$ cat config.mk
export PLATFORM = sky130hd
export DESIGN_NAME = axi4_lite_master_bridge
export DESIGN_NICKNAME = d
export VERILOG_FILES = /design/src/rtl/axi4_lite_master_bridge.sv
export SDC_FILE = /design/constraint.sdc
export NUM_CORES = 1
export LEC_CHECK = 0
export ABC_AREA = 0
export CAP_MARGIN = 20
export CORE_MARGIN = 2
export CORE_UTILIZATION = 36
export CTS_CLUSTER_SIZE = 28
export DETAILED_ROUTE_END_ITERATION = 7
export GPL_TIMING_DRIVEN = 0
export PLACE_DENSITY = 0.76
export SLEW_MARGIN = 25
export SYNTH_ARGS = -nofsm -noshare
export SYNTH_HDL_FRONTEND = slang
export SYNTH_SLANG_ARGS = --single-unit
$ cat constraint.sdc
create_clock -name iCLK -period 1.62 [get_ports iCLK]
set_input_delay 0.324 -clock iCLK [delete_from_list [all_inputs] [get_ports iCLK]]
set_output_delay 0.324 -clock iCLK [all_outputs]
set_load 0.005 [all_outputs]
$ cat src/rtl/axi4_lite_master_bridge.sv
// Native valid/ready request -> single-outstanding AXI4-Lite master.
// Every AXI and native-side output comes straight from a flop.
module axi4_lite_master_bridge #(
  parameter int ADDR_WIDTH = 32,
  parameter int DATA_WIDTH = 32
) (
  input  logic                    iCLK,
  input  logic                    iRST,
  // native request
  input  logic                    iREQ_VALID,
  output logic                    oREQ_READY,
  input  logic                    iREQ_WRITE,
  input  logic [ADDR_WIDTH-1:0]   iREQ_ADDR,
  input  logic [DATA_WIDTH-1:0]   iREQ_WDATA,
  input  logic [DATA_WIDTH/8-1:0] iREQ_WSTRB,
  // native response
  output logic                    oRSP_VALID,
  input  logic                    iRSP_READY,
  output logic [DATA_WIDTH-1:0]   oRSP_RDATA,
  output logic                    oRSP_ERR,
  // AXI4-Lite write address
  output logic                    m_AWVALID,
  input  logic                    m_AWREADY,
  output logic [ADDR_WIDTH-1:0]   m_AWADDR,
  output logic [2:0]              m_AWPROT,
  // AXI4-Lite write data
  output logic                    m_WVALID,
  input  logic                    m_WREADY,
  output logic [DATA_WIDTH-1:0]   m_WDATA,
  output logic [DATA_WIDTH/8-1:0] m_WSTRB,
  // AXI4-Lite write response
  input  logic                    m_BVALID,
  output logic                    m_BREADY,
  input  logic [1:0]              m_BRESP,
  // AXI4-Lite read address
  output logic                    m_ARVALID,
  input  logic                    m_ARREADY,
  output logic [ADDR_WIDTH-1:0]   m_ARADDR,
  output logic [2:0]              m_ARPROT,
  // AXI4-Lite read data
  input  logic                    m_RVALID,
  output logic                    m_RREADY,
  input  logic [DATA_WIDTH-1:0]   m_RDATA,
  input  logic [1:0]              m_RRESP
);

  localparam int STRB_W = DATA_WIDTH / 8;

  typedef enum logic [2:0] {
    IDLE    = 3'd0,
    WR_REQ  = 3'd1,
    WR_RESP = 3'd2,
    RD_REQ  = 3'd3,
    RD_DATA = 3'd4,
    RESP    = 3'd5
  } state_t;

  typedef struct packed {
    logic                  aw_valid;
    logic                  w_valid;
    logic                  b_ready;
    logic                  ar_valid;
    logic                  r_ready;
    logic [ADDR_WIDTH-1:0] aw_addr;
    logic [ADDR_WIDTH-1:0] ar_addr;
    logic [DATA_WIDTH-1:0] wdata;
    logic [STRB_W-1:0]     wstrb;
  } axi_t;

  typedef struct packed {
    logic                  req_ready;
    logic                  valid;
    logic                  err;
    logic [DATA_WIDTH-1:0] rdata;
  } rsp_t;

  state_t state_q, state_d;
  axi_t   axi_q, axi_d;
  rsp_t   rsp_q, rsp_d;
  logic   aw_done, w_done;

  // Only resp[1] distinguishes OKAY/EXOKAY from SLVERR/DECERR.
  logic unused_resp_lsb;
  assign unused_resp_lsb = m_BRESP[0] ^ m_RRESP[0];

  always_ff @(posedge iCLK) begin
    if (!iRST) begin
      state_q <= IDLE;
      axi_q   <= '0;
      rsp_q   <= '0;
    end else begin
      state_q <= state_d;
      axi_q   <= axi_d;
      rsp_q   <= rsp_d;
    end
  end

  always_comb begin
    state_d = state_q;
    axi_d   = axi_q;
    rsp_d   = rsp_q;
    aw_done = 1'b0;
    w_done  = 1'b0;
    case (state_q)
      IDLE: begin
        // ready comes up one edge after reset release, then stays up while idle
        rsp_d.req_ready = 1'b1;
        if (iREQ_VALID && rsp_q.req_ready) begin
          rsp_d.req_ready = 1'b0;
          if (iREQ_WRITE) begin
            state_d        = WR_REQ;
            axi_d.aw_valid = 1'b1;
            axi_d.w_valid  = 1'b1;
            axi_d.aw_addr  = iREQ_ADDR;
            axi_d.wdata    = iREQ_WDATA;
            axi_d.wstrb    = iREQ_WSTRB;
          end else begin
            state_d        = RD_REQ;
            axi_d.ar_valid = 1'b1;
            axi_d.ar_addr  = iREQ_ADDR;
          end
        end
      end
      WR_REQ: begin
        // AW and W retire independently; a channel already retired counts as done
        aw_done = !axi_q.aw_valid || m_AWREADY;
        w_done  = !axi_q.w_valid  || m_WREADY;
        if (m_AWREADY) axi_d.aw_valid = 1'b0;
        if (m_WREADY)  axi_d.w_valid  = 1'b0;
        if (aw_done && w_done) begin
          state_d       = WR_RESP;
          axi_d.b_ready = 1'b1;
        end
      end
      WR_RESP: begin
        if (m_BVALID) begin
          state_d       = RESP;
          axi_d.b_ready = 1'b0;
          rsp_d.valid   = 1'b1;
          rsp_d.err     = m_BRESP[1];
          rsp_d.rdata   = '0;
        end
      end
      RD_REQ: begin
        if (m_ARREADY) begin
          state_d        = RD_DATA;
          axi_d.ar_valid = 1'b0;
          axi_d.r_ready  = 1'b1;
        end
      end
      RD_DATA: begin
        if (m_RVALID) begin
          state_d       = RESP;
          axi_d.r_ready = 1'b0;
          rsp_d.valid   = 1'b1;
          rsp_d.err     = m_RRESP[1];
          rsp_d.rdata   = m_RDATA;
        end
      end
      RESP: begin
        if (iRSP_READY) begin
          state_d         = IDLE;
          rsp_d.valid     = 1'b0;
          rsp_d.req_ready = 1'b1;
        end
      end
      default: begin
        state_d = IDLE;
        axi_d   = '0;
        rsp_d   = '0;
      end
    endcase
  end

  assign oREQ_READY = rsp_q.req_ready;
  assign oRSP_VALID = rsp_q.valid;
  assign oRSP_RDATA = rsp_q.rdata;
  assign oRSP_ERR   = rsp_q.err;

  assign m_AWVALID = axi_q.aw_valid;
  assign m_AWADDR  = axi_q.aw_addr;
  assign m_AWPROT  = 3'b000;
  assign m_WVALID  = axi_q.w_valid;
  assign m_WDATA   = axi_q.wdata;
  assign m_WSTRB   = axi_q.wstrb;
  assign m_BREADY  = axi_q.b_ready;
  assign m_ARVALID = axi_q.ar_valid;
  assign m_ARADDR  = axi_q.ar_addr;
  assign m_ARPROT  = 3'b000;
  assign m_RREADY  = axi_q.r_ready;

endmodule
==> results by group <==
Run status
  – Status: finished clean

Detailed routing
  – DRC Markers: 0
  – Routed Antenna Nets: 0
  – DR vias: 5333
  – Routed wire per std cell: 16.1 µm
  – WL final: 16900 µm
  – Drt first pass iters: 5
  – 1st-iter DRT viols: 235
  – Vias per std cell: 5.06

Setup path
  – Worst path cell trace: clkdlybuf4s50_1
  – Crit Path Class: flip-flop to output pin
  – Critical path arrival: 1.27 ns
  – Worst setup EP type: output pin
  – Largest delay contributor family on the critical path: buffers and inverters
  – Max stage delay cell, worst path: clkdlybuf4s50_1
  – Crit Path Max Fanout: 2
  – CP startpoint kind: flip-flop
  – Worst Path Buf+Inv: 1
  – Peak per-stage delay on the critical path: 0.52 ns
  – Critical Path RT: 1.30 ns

Finish
  – Final non-filler cell total: 1054
  – Area Growth Syn to Fin: 72.1%
  – # diodes: 0
  – Fraction of final layout cells sized beyond drive strength 1: 13.3%
  – Fill cell count: 1219
  – Post-layout nets: 974
  – Post-route cell area: 0.00903 mm²

GRT
  – Initial antenna violation count: 0
  – Largest net degree at the start of global routing: 20
  – Vias in the first global route: 5102
  – Gr usage total: 21.1%
  – First-pass GRT wire length: 26600 µm
  – Overflow after GRT: 0

Placement
  – Hpwl dp: 11800 µm
  – Dpl cells: 1014
  – Final Wtd Congestion: 0.798
  – Port bufs: 251
  – Post-DP Area: 0.00802 mm²

Clocking
  – Clock Root Buffer: clkbuf_16
  – Cts bufs inserted: 17
  – CTS tree: yes
  – CTS max path bufs: 2
  – CTS Sinks: 143
  – H-tree levels: 4
  – CTS Hold Buffers Added: 0
  – Later-pin clock latency in the skew report: 0.41 ns
  – CTS clk-pin slew, worst paths: 0.06 ns

Logic synthesis
  – FF+latch count, synth: 143
  – Avg Cell Area, Syn: 9.14 µm²
  – Ys flop type: dfxtp_1
  – Cell area after synthesis: 0.00525 mm²
  – Post-synthesis cell type count: 42
  – Post-Syn Instances: 574
  – Asr flop ratio synth: 0%
  – Register area share after synthesis: 54.6%
  – Synthesis Warnings: 0
  – EDFF count, synth: 0

STA
  – Final Cycle Share: 98.4%
  – Max Slew Vio Count: 0
  – Hold_ws: 0.447 ns
  – Post-layout min period: 1.59 ns
  – Final-report hold violation count: 0
  – RSZ-0062 raised after global routing: true
  – Sum Neg Setup Slack: 0 ns
  – Final setup vio count: 0
  – Worst slew pin tran: 0.577 ns
  – Slew headroom: 61.0%
  – Fmax: 627 MHz
  – Skew final: 0.00842 ns

Die
  – DIE AREA: 0.0156 mm²
  – I/O pins: 260
  – Die height: 125 µm
  – Core area: 0.0144 mm²
  – Width of the die: 125 µm
  – Initial Util: 36.5%
  – Row count: 44

Hold path
  – Hold Crit Class: flip-flop to flip-flop

Power and ir drop
  – Max rail drop VDD: 0.000648 V
  – Pwr/cell area: 1240 mW/mm²
  – P_leak: 4.11 nW

Flow run
  – Max Cap Viol: 0
==> Yosys cell counts (2+ instances only) <==
cell | n | share of area, %
a22oi_1 | 100 | 14
or3_1 | 2 | 0.24
nand2b_1 | 4 | 0.48
nor4b_1 | 2 | 0.33
a31oi_1 | 3 | 0.36
and3_1 | 2 | 0.24
nand3_1 | 32 | 3.1
o21a_1 | 3 | 0.43
ha_1 | 2 | 0.48
a211oi_1 | 3 | 0.43
nand3b_1 | 2 | 0.29
inv_1 | 4 | 0.29
o311ai_0 | 2 | 0.33
nand2_1 | 40 | 2.9
nor2_1 | 104 | 7.4
nor3_4 | 2 | 0.62
buf_2 | 25 | 2.4
clkbuf_1 | 22 | 1.6
buf_4 | 10 | 1.4
and2_1 | 2 | 0.24
dfxtp_1 | 143 | 55
nor3_1 | 4 | 0.38
o221a_2 | 3 | 0.64
a21oi_1 | 40 | 3.8
==> final cells by class <==
type                       count  area (µm²)  area share, %
sequential                   143        2880           31.9
tap                          184         230           2.55
clock buffer                  23         498           5.52
clock inverter                 8         175           1.94
inverter                       5        22.5          0.249
multi-input combinational    373        2160           23.9
timing repair buffer         261        2680           29.7
buffer                        57         382           4.23
==> repair_timing <==
| item | in CTS | in global routing |
|---|---|---|
| setup buffers | 5 | 5 |
| cloned | 0 | 0 |
| resized for setup | 38 | 94 |
| pin swaps | 2 | 5 |
| endpoints found under the setup margin | 149 | 166 |
==> report_power, final <==
part | leakage (nW) | internal, mW | switching, mW | total, mW
registers | 1.16 | 3.82 | 0.192 | 4.01
logic | 2.62 | 1.45 | 1.35 | 2.80
clock network | 0.326 | 2.94 | 1.47 | 4.41
total | 4.11 | 8.22 | 3.01 | 11.2
==> cell usage in the layout (no fill, tap or decap), types with 3 or more instances in the layout <==
master / netlist / final
clkdlybuf4s50_1: 0 / 191
clkbuf_1: 22 / 15
nand2b_1: 4 / 4
clkbuf_2: 0 / 5
nand3_1: 32 / 32
nor2_1: 104 / 104
nor3_1: 4 / 3
buf_4: 10 / 22
inv_2: 1 / 3
dfxtp_1: 143 / 131
clkbuf_4: 0 / 3
dlygate4sd2_1: 0 / 15
bufinv_16: 0 / 5
dfxtp_2: 0 / 11
a22oi_1: 100 / 100
nand2_1: 40 / 40
o21a_1: 3 / 3
a21oi_1: 40 / 39
o221a_2: 3 / 3
clkbuf_8: 0 / 5
clkbuf_16: 0 / 17
dlymetal6s2s_1: 0 / 45
buf_2: 25 / 12
conb_1: 1 / 6
buf_6: 1 / 9
==> worst paths after layout <==
kind         cells after the start  slack (ns)        endpoint            from
max                              1        0.03     m_AWADDR[6]     m_AWADDR[6]
min reg2reg                      2        0.45  oRSP_RDATA[31]  oRSP_RDATA[31]
min                              2        0.45  oRSP_RDATA[31]  oRSP_RDATA[31]
max reg2reg                      5        0.04      state_q[1]      state_q[1]
==> kinds of logic after synthesis <==
| kind of cell | after synthesis | synth area share (%) |
|---|---|---|
| and+or+nand+nor | 200 | 16.8 |
| other | 1 | 0.0715 |
| adders and majority gates | 2 | 0.477 |
| xor gates and xnor gates | 1 | 0.167 |
| DFF | 143 | 54.6 |
| buffers and inverters | 63 | 5.96 |
| muxes | 1 | 0.191 |
| AOI/OAI and AO/OA | 163 | 21.8 |
==> state kept, by name (all words and copies together), names as in the netlist, 3 cells and up <==
| register | flops |
|---|---|
| m_WDATA | 32 |
| m_WSTRB | 4 |
| m_ARADDR | 32 |
| m_AWADDR | 32 |
| oRSP_RDATA | 32 |
| state_q | 3 |
==> worst min-delay path, cell delays in order, from the launching register on <==
cell and delay, ns:
dfxtp_1 0.30, nand2_1 0.05, a21oi_1 0.05
==> routing by layer <==
metal / vias to the layer above / track usage (%) / part of all wire (%)
met2: 206 / 33.5 / 47
met5: - / 0 / 0
met3: 24 / 7.47 / 7.6
li1: 2601 / - / -
met4: 0 / 7.53 / 1.7
met1: 2502 / 26.5 / 44
==> per-stage QoR <==
stage	setup WS [ns]	power, mW	util (%)
floorplan	0.00914	5.41	-
global placement	-0.674	6.59	55.8
detailed placement	-0.699	6.62	55.8
CTS	-0.00542	11.2	61.1
global route	-0.109	11.8	62.8
finish	0.0261	11.2	62.8
Note: power is estimated with default switching activity, not from simulation.
==> RTL change (same settings) <==
The 6 states of `state_t` get a one-hot encoding in 6 bits.
--- a/src/rtl/axi4_lite_master_bridge.sv
+++ b/src/rtl/axi4_lite_master_bridge.sv
@@ -48,9 +48,9 @@
 
-  typedef enum logic [2:0] {
-    IDLE    = 3'd0,
-    WR_REQ  = 3'd1,
-    WR_RESP = 3'd2,
-    RD_REQ  = 3'd3,
-    RD_DATA = 3'd4,
-    RESP    = 3'd5
+  typedef enum logic [5:0] {
+    IDLE    = 6'b000001,
+    WR_REQ  = 6'b000010,
+    WR_RESP = 6'b000100,
+    RD_REQ  = 6'b001000,
+    RD_DATA = 6'b010000,
+    RESP    = 6'b100000
   } state_t;
Check against the original RTL: no difference found for any inputs over 4 cycles, from zero or initial values and one cycle with iRST low; so few cycles prove little.
==> RTL change against the original RTL <==
  * The flow now finishes with violations (setup timing)
  * Sequential share of layout area decreased by 4.4 points
  * Sequential cell count increased by 3
  * Area after synthesis increased by 9.2%
  * Fmax decreased by 20%
  * Setup slack got worse by 0.41 ns
  * Design area increased by 18%
  * Power increased by 9.4%
  * Routed wire length increased by 34%
  * Critical endpoint is now m_AWADDR[9]$_SDFFE_PN0P_
  * Global-route usage increased by 1.9 points
==> RTL change: results (changes against the original RTL) <==
- Met1 WL: 9040 um (+23%)
- Synth top area cells: dfxtp_1 51%, o21ai_0 11%, a21oi_1 9.0%
- Synth cell types: 47 (+12%)
- Largest net degree at the start of global routing: 19 (-5.0%)
- Worst VDD drop: 0.000799 V (+23%)
- Clock skew: 0.0107 ns (+0.00229 ns)
- Hold EP: m_WDATA[17]$_SDFFE_PN0P_
- Crit path max fanout: 10 (+8)
- Status: finished, violations left
- HPWL after detailed placement: 14100 um (+20%)
- Crit path to: m_AWADDR[9]$_SDFFE_PN0P_
- Slowest stage delay, CP: 0.37 ns (-0.15 ns)
- Critical path launch point: state_q[1]$_SDFFE_PN0P_
- Post-synth top cells: 146 x dfxtp_1, 136 x nand2_1, 122 x o21ai_0
- Worst min-delay path class: primary input to flop
- Syn Area/Cell: 8.03 sq um (-12%)
- Worst slew pin tran: 0.672 ns (+0.0956 ns)
- Clock latency on the worst-skew pair: 0.43 ns (+0.02 ns)
- First-pass GRT wire length: 30400 um (+14%)
- R2R depth: 9 (+4)
- Non-filler cells, final: 1265 (+20%)
- Vias in the first global route: 5896 (+16%)
- Post-synthesis sequential area ratio: 0.510 (-0.0353)
- Failing checks: setup timing
- Vias per cell: 5.26 (+4.0%)
- Fin worst setup slack: -0.382 ns (-0.408 ns)
- Layout cells sized above 1: 0.227 (+0.0935)
- Drt pass-1 iters: 5 (unchanged)
- Final nets: 1150 (+18%)
- Clock buffer count from CTS: 17 (unchanged)
- Sw power: 3.91 mW (+30%)
- RD Place Congestion: 0.843 (+5.6%)
- Metal3 WL: 1730 um (+34%)
- H-tree depth: 4 (unchanged)
- Crit path DAT: 2.35 ns (+1.08 ns)
- DR WL met2: 10900 um (+37%)
- Post-DP Area: 8670 sq um (+8.1%)
- Post-CTS Repair Setup Buffers: 12 (+7)
- Fill cells: 1189 (-2.5%)
- WL final: 22700 um (+34%)
- Setup TNS: -38.39 ns (-38.39 ns)
- Initial antenna violation count: 0 (unchanged)
- CP max-delay cell: dfxtp_4
- Endpoints failing setup: 145 (+145)
- Total track usage: 0.230 (+0.0188)
- Hold_sp: iREQ_WDATA[17]
- First DRT Iteration DRCs: 417 (+77%)
- Hold path cells: 3 (+1)
- Post-CTS resize count: 123 (+220%)
- Leakage: 5.17 nW (+26%)
[RTL change: cell types whose count changed after synthesis, moves of 3 or more]
cell      unedited run  this run
nand2_1             40       136
buf_2               25        15
nand3_1             32        36
a21oi_1             40       103
o21ai_1              1        16
nor2_1             104        13
a22oi_1            100         2
o211ai_1             1         8
xor2_1               0         5
clkbuf_1            22        45
dfxtp_1            143       146
o21ai_0              1       122
[RTL change: layout make-up]
| class | instances | area, sq um | share of cell area |
|---|---|---|---|
| well taps | 216 | 270 | 0.0253 |
| repair buffers | 301 | 3260 | 0.305 |
| clock inverters | 12 | 131 | 0.0123 |
| inverters | 6 | 22.5 | 0.00211 |
| clock buffers | 20 | 437 | 0.0409 |
| plain buffers | 68 | 667 | 0.0624 |
| flip-flops and latches | 146 | 2940 | 0.275 |
| multi-input cells | 496 | 2950 | 0.276 |
[RTL change: power by group through the flow]
stage               logic (mW)  registers (mW)  clock network (mW)
finish                    4.40            3.99                3.89
floorplan                 1.49            4.05                   0
CTS                       3.35            3.98                3.91
detailed placement        2.78            4.05                   0
global placement          2.77            4.04                   0
global route              4.66            4.01                4.07
[RTL change: cell families after synthesis]
kind of cell / after synthesis / share of synthesized area
compound gates: 267 / 0.247
simple gates: 217 / 0.174
flops: 146 / 0.510
buf+inv: 76 / 0.0583
xor+xnor: 5 / 0.00765
mux: 1 / 0.00175
other cells: 1 / 0.000655
[RTL change: per-layer routing]
metal  global-route usage  vias up
li1                     -     3110
met1                0.285     3138
met2                0.360      333
met3               0.0648       77
met4                0.128        0
met5                    0        -
[RTL change: per-stage QoR]
step                      hold slack [ns]  setup slack, ns
final                               0.440           -0.382
after global routing                0.446           -0.470
after CTS                           0.428           -0.255
after detailed placement            0.438           -0.736
after global placement              0.436           -0.705
after floorplan                     0.445           -0.123
